--- src/rtl/csa_pkg.sv ---
// Shared definitions for the carry-save accumulate-and-resolve block.
// Latency: n/a (types and constants only).
// Backpressure: n/a.
// Contents: FSM state encoding and default widths (carry-save input, accumulator, resolve chunk).
package csa_pkg;

  localparam int IN_W_DEF    = 24;
  localparam int ACC_W_DEF   = 32;
  localparam int CHUNK_W_DEF = 8;

  typedef enum logic [1:0] {
    ACCUM   = 2'd0,
    RESOLVE = 2'd1,
    OUT     = 2'd2
  } state_t;

endpackage

--- src/rtl/csa_4to2.sv ---
// Combinational 4:2 carry-save compressor built from two cascaded 3:2 rows.
// Latency: 0 cycles (pure combinational).
// Backpressure: none.
// Ports: a, b, c, d - ACC_W operands; sum_o, carry_o - redundant result, carry already
//        shifted to its weight, with bits pushed past ACC_W dropped (modulo 2^ACC_W).
module csa_4to2 #(
  parameter int ACC_W = 32
) (
  input  logic [ACC_W-1:0] a,
  input  logic [ACC_W-1:0] b,
  input  logic [ACC_W-1:0] c,
  input  logic [ACC_W-1:0] d,
  output logic [ACC_W-1:0] sum_o,
  output logic [ACC_W-1:0] carry_o
);

  logic [ACC_W-1:0] s1;
  logic [ACC_W-1:0] maj1;
  logic [ACC_W-1:0] c1;
  logic [ACC_W-1:0] maj2;

  // Row 1: a + b + c
  assign s1   = a ^ b ^ c;
  assign maj1 = (a & b) | (a & c) | (b & c);
  assign c1   = maj1 << 1;

  // Row 2: s1 + c1 + d
  assign sum_o   = s1 ^ c1 ^ d;
  assign maj2    = (s1 & c1) | (s1 & d) | (c1 & d);
  assign carry_o = maj2 << 1;

endmodule

--- src/rtl/csa_accum_resolve.sv ---
// Accumulates carry-save beats in redundant form, then resolves the total CHUNK_W bits per cycle.
// Latency: result valid NCH cycles after the edge accepting the last beat of a group.
// Backpressure: in_ready only while accumulating; result held in OUT until out_ready.
// Ports: in_valid/in_ready/in_sum/in_carry/in_last - carry-save beat input;
//        out_valid/out_ready/out_data/out_cnt - resolved group sum and beat count (zero when idle).
module csa_accum_resolve
  import csa_pkg::*;
#(
  parameter int IN_W    = IN_W_DEF,
  parameter int ACC_W   = ACC_W_DEF,
  parameter int CHUNK_W = CHUNK_W_DEF
) (
  input  logic             clk,
  input  logic             rst_n,
  input  logic             in_valid,
  output logic             in_ready,
  input  logic [IN_W-1:0]  in_sum,
  input  logic [IN_W-1:0]  in_carry,
  input  logic             in_last,
  output logic             out_valid,
  input  logic             out_ready,
  output logic [ACC_W-1:0] out_data,
  output logic [7:0]       out_cnt
);

  localparam int NCH   = ACC_W / CHUNK_W;
  localparam int IDX_W = (NCH > 1) ? $clog2(NCH) : 1;

  state_t state, state_nxt;

  // Accumulators and result kept as chunk arrays so RESOLVE can index one slice per cycle.
  logic [NCH-1:0][CHUNK_W-1:0] acc_s;
  logic [NCH-1:0][CHUNK_W-1:0] acc_c;
  logic [NCH-1:0][CHUNK_W-1:0] res;
  logic [7:0]                  cnt;
  logic [IDX_W-1:0]            idx;
  logic                        cc;

  logic [ACC_W-1:0] nxt_s;
  logic [ACC_W-1:0] nxt_c;
  logic [CHUNK_W:0] csum;
  logic             accept;
  logic             idx_last;

  csa_4to2 #(.ACC_W(ACC_W)) u_csa (
    .a       (acc_s),
    .b       (acc_c),
    .c       (ACC_W'(in_sum)),
    .d       (ACC_W'(in_carry)),
    .sum_o   (nxt_s),
    .carry_o (nxt_c)
  );

  // The only carry-propagate adder: one chunk plus the carry from the previous chunk.
  assign csum     = {1'b0, acc_s[idx]} + {1'b0, acc_c[idx]} + {{CHUNK_W{1'b0}}, cc};
  assign idx_last = (idx == IDX_W'(NCH - 1));

  always_ff @(posedge clk) begin
    if (!rst_n) state <= ACCUM;
    else        state <= state_nxt;
  end

  always_comb begin
    state_nxt = state;
    in_ready  = 1'b0;
    out_valid = 1'b0;
    accept    = 1'b0;
    case (state)
      ACCUM: begin
        in_ready = 1'b1;
        accept   = in_valid;
        if (in_valid && in_last) state_nxt = RESOLVE;
      end
      RESOLVE: begin
        if (idx_last) state_nxt = OUT;
      end
      OUT: begin
        out_valid = 1'b1;
        if (out_ready) state_nxt = ACCUM;
      end
      default: state_nxt = ACCUM;
    endcase
  end

  always_ff @(posedge clk) begin
    if (!rst_n) begin
      acc_s <= '0;
      acc_c <= '0;
      res   <= '0;
      cnt   <= '0;
      idx   <= '0;
      cc    <= 1'b0;
    end else begin
      case (state)
        ACCUM: begin
          if (accept) begin
            acc_s <= nxt_s;
            acc_c <= nxt_c;
            cnt   <= (cnt == 8'hFF) ? cnt : cnt + 8'd1;
            if (in_last) begin
              idx <= '0;
              cc  <= 1'b0;
            end
          end
        end
        RESOLVE: begin
          res[idx] <= csum[CHUNK_W-1:0];
          // Carry out of the top chunk lands here but is never consumed.
          cc       <= csum[CHUNK_W];
          idx      <= idx + IDX_W'(1);
        end
        OUT: begin
          if (out_ready) begin
            acc_s <= '0;
            acc_c <= '0;
            cnt   <= '0;
          end
        end
        default: ;
      endcase
    end
  end

  assign out_data = out_valid ? res : '0;
  assign out_cnt  = out_valid ? cnt : 8'd0;

endmodule

--- config.mk ---
export PLATFORM = sky130hd
export DESIGN_NAME = csa_accum_resolve
export DESIGN_NICKNAME = d
export VERILOG_FILES = /design/src/rtl/csa_pkg.sv /design/src/rtl/csa_4to2.sv /design/src/rtl/csa_accum_resolve.sv
export SDC_FILE = /design/constraint.sdc
export NUM_CORES = 1
export LEC_CHECK = 0
export ABC_AREA = 1
export CAP_MARGIN = 5
export CORE_UTILIZATION = 55
export DETAILED_ROUTE_END_ITERATION = 12
export PLACE_DENSITY_LB_ADDON = 0.15
export SKIP_CTS_REPAIR_TIMING = 1
export SLEW_MARGIN = 20
export SYNTH_ARGS = -nofsm -noshare
export SYNTH_HDL_FRONTEND = slang
export SYNTH_SLANG_ARGS = --single-unit
--- constraint.sdc ---
create_clock -name clk -period 3.25 [get_ports clk]
set_input_delay 0.65 -clock clk [delete_from_list [all_inputs] [get_ports clk]]
set_output_delay 0.65 -clock clk [all_outputs]
set_load 0.005 [all_outputs]
==> flow_metrics.py <==
metrics = {
    "floorplan": {
        "die_area_sq_mm": 0.0120,
        "die_w_um": 110,
        "std_cell_rows": 38,
        "start_util_pct": 57.6,
        "core_sq_mm": 0.0111,
        "die_height_um": 110,
        "io_pins": 95,
    },
    "sta": {
        "setup_viol": 0,
        "final_hold_viol_count": 0,
        "slew_headroom_pct": 56.3,
        "fmax_mhz": 342,
        "setup_ws_ns": 0.329,
        "hold_ws_ns": 0.459,
        "grt_setup_unrepaired": "false",
        "slew_viol_final": 0,
        "tns_ns": 0,
        "timing.final.crit_share_pct": 89.9,
        "skew_ns": 0.00502,
        "fin_crit_ns": 2.92,
        "worstMarginPinSlew_ns": 0.653,
    },
    "cts": {
        "clk_path_buf_depth": 2,
        "cts_buffers": 9,
        "cts.htree.levels": 3,
        "cts_root_buf": "clkbuf_16",
        "clkLatencyLatePin_ns": 0.35,
        "cts_tree": "built",
        "clkSinkCount": 108,
        "cts.reportedPaths.clkPinSlew_ns": 0.07,
    },
    "yosys": {
        "netlist_instances": 840,
        "yosys_register_bits": 108,
        "synth_cell_type_count": 32,
        "async_reset_ff_share_pct": 0,
        "synth_edf_count": 0,
        "synth_area_per_cell_sq_um": 7.59,
        "synth-seq-area-share_pct": 33.9,
        "synth_warnings": 0,
        "synth_nets": 969,
        "syn_area_sq_mm": 0.00638,
        "synthFlopType": "dfxtp_1",
    },
    "layout": {
        "nNetsFinal": 1041,
        "nFillCells": 924,
        "syn_to_final_growth_pct": 19.9,
        "antenna_cells": 0,
        "finalNonFillerCells": 1055,
        "drive_gt1_share_pct": 3.93,
    },
    "global_routing": {
        "grt_usage_pct": 29.2,
        "grt_overflow_total": 0,
        "grt_pass1_vias": 5523,
        "antenna_found_initial": 0,
        "grt_max_degree": 86,
        "grt_first_pass_wirelength_mm": 26.6,
    },
    "power_and_ir_drop": {
        "peakVddDrop_mv": 0.327,
        "power_density_mw_per_mm2": 461,
        "p_leak_nw": 3.21,
    },
    "detailed_routing": {
        "viasPerCell": 5.36,
        "drt_first_pass_iters": 5,
        "final_antenna_net_count": 0,
        "drtIter0Drc": 504,
        "drc": 0,
        "vias": 5652,
        "wire_per_inst_um": 15.2,
        "drt_wl_total_mm": 16.1,
    },
    "critical_path": {
        "cp.required_ns": 3.50,
        "cp-end-kind": "flop",
        "start_kind": "flop",
        "path_max_fanout": 25,
        "crit_arrival_ns": 3.17,
        "worstSetupPathType": "flop to flop",
    },
    "outcome": {
        "status": "finished clean",
    },
    "job": {
        "drv_cap": 0,
    },
    "placed_design": {
        "dp_slack_ns": 0.383,
        "dp.cells": 1041,
        "io_buffers": 94,
        "gpl.final_weighted_congestion": 0.884,
        "hpwl_mm": 12.1,
    },
    "hold_path": {
        "worst_hold_path_type": "flop to flop",
    },
}
per-stage QoR:
step	instance area, sq um	utilization, %	power [W]
after detailed placement	7350	66.4	0.00243
after floorplan	6380	-	0.00213
after global routing	7640	69.0	0.00374
final	7640	69.0	0.00352
after global placement	7350	66.4	0.00240
after CTS	7640	69.0	0.00353
cells in the mapped netlist, types with 2 or more instances:
library cell	instances	area share, %
a21oi_1	108	8.5
a32oi_1	2	0.27
buf_1	2	0.12
buf_2	12	0.94
buf_4	2	0.24
buf_6	7	1.2
clkbuf_1	19	1.1
dfxtp_1	108	34
fa_1	48	15
ha_1	28	5.5
inv_1	105	6.2
inv_2	2	0.12
nand2_1	207	12
nand2_4	2	0.35
nand3_1	27	2.1
nand4_1	4	0.39
nor2_1	83	4.9
nor2_4	2	0.35
nor3_1	2	0.16
o21ai_0	42	3.3
o22ai_1	13	1.3
or2_2	3	0.29
xnor2_1	2	0.27
xor2_1	2	0.27
power by group:
| group | internal (W) | leakage [nW] | switching (W) |
|---|---|---|---|
| combinational | 0.000372 | 2.19 | 0.000503 |
| clock | 0.000631 | 0.145 | 0.000483 |
| sequential | 0.00142 | 0.879 | 0.000111 |
| total | 0.00242 | 3.21 | 0.00110 |
worst paths after layout:
path,slack (ns),startpoint,to,depth (start not counted)
worst max-delay path,0.33,idx[0],res[20],13
worst min-delay path,0.46,res[9],res[9],2
worst max register to register,0.33,idx[0],res[20],13
worst min register to register,0.46,res[9],res[9],2
worst max-delay path, cell delays in order (launching register included):
cell	delay, ns
dfxtp_1	0.45
inv_1	0.18
buf_12	0.17
nand2_1	0.07
a21oi_1	0.15
a31oi_1	0.08
fa_1	0.48
fa_1	0.49
nor2_1	0.15
nor2_1	0.06
xor2_1	0.30
nand2_1	0.11
nand2_1	0.08
inv_1	0.04
flip-flops by register name, indices dropped and copies added (netlist names):
name   flops
acc_s     32
res       32
acc_c     31
cnt        8
idx        2
state      2
cc         1
placed cells by master (no fill, tap or decap):
cell             netlist  final
a21oi_1              108    108
a31oi_1                1      1
a32o_1                 1      1
a32oi_1                2      2
buf_12                 0      2
buf_4                  2      7
bufinv_16              0      1
clkbuf_1              19      1
clkbuf_16              0      9
clkbuf_8               0      2
clkdlybuf4s50_1        0     94
clkinv_2               0      1
dfxtp_1              108    108
fa_1                  48     48
ha_1                  28     28
inv_1                105    104
inv_2                  2      3
inv_4                  1      1
nand2_1              207    207
nand2_2                1      1
nand2_4                2      2
nand3_1               27     27
nand3b_1               1      1
nand4_1                4      4
nand4_2                1      1
nor2_1                83     83
nor2_2                 1      1
nor2_4                 2      2
nor3_1                 2      2
o21a_1                 1      1
o21ai_0               42     42
o22ai_1               13     13
or2_2                  3      3
xnor2_1                2      2
xor2_1                 2      2
layer usage:
layer	vias up	GRT usage (%)	wire length, um	share of wire [%]
met5	-	0	0	0
met2	150	51.4	8010	50
met3	36	3.68	591	3.7
met1	2676	36.2	7030	44
li1	2790	-	-	-
met4	0	11.6	440	2.7
kinds of logic (layout without fill, tap and decap cells):
group | after synthesis | in the layout | share of synthesized area (%)
buffers and inverters | 150 | 225 | 10.0
AND/OR/NAND/NOR | 334 | 334 | 21.2
XOR/XNOR | 4 | 4 | 0.549
flip-flops | 108 | 108 | 33.9
AO/OA/AOI/OAI | 168 | 168 | 13.7
adder cells (fa/ha/maj) | 76 | 76 | 20.6
final cells by class:
type | instances | area [sq um] | share of cell area [%]
Clock buffer | 12 | 256 | 3.36
Sequential cell | 108 | 2160 | 28.3
Timing Repair Buffer | 103 | 1030 | 13.5
Tap cell | 140 | 175 | 2.29
Inverter | 108 | 408 | 5.34
Clock inverter | 2 | 35.0 | 0.458
Multi-Input combinational cell | 582 | 3570 | 46.8
No activity file was read; power rests on OpenSTA's default activity.
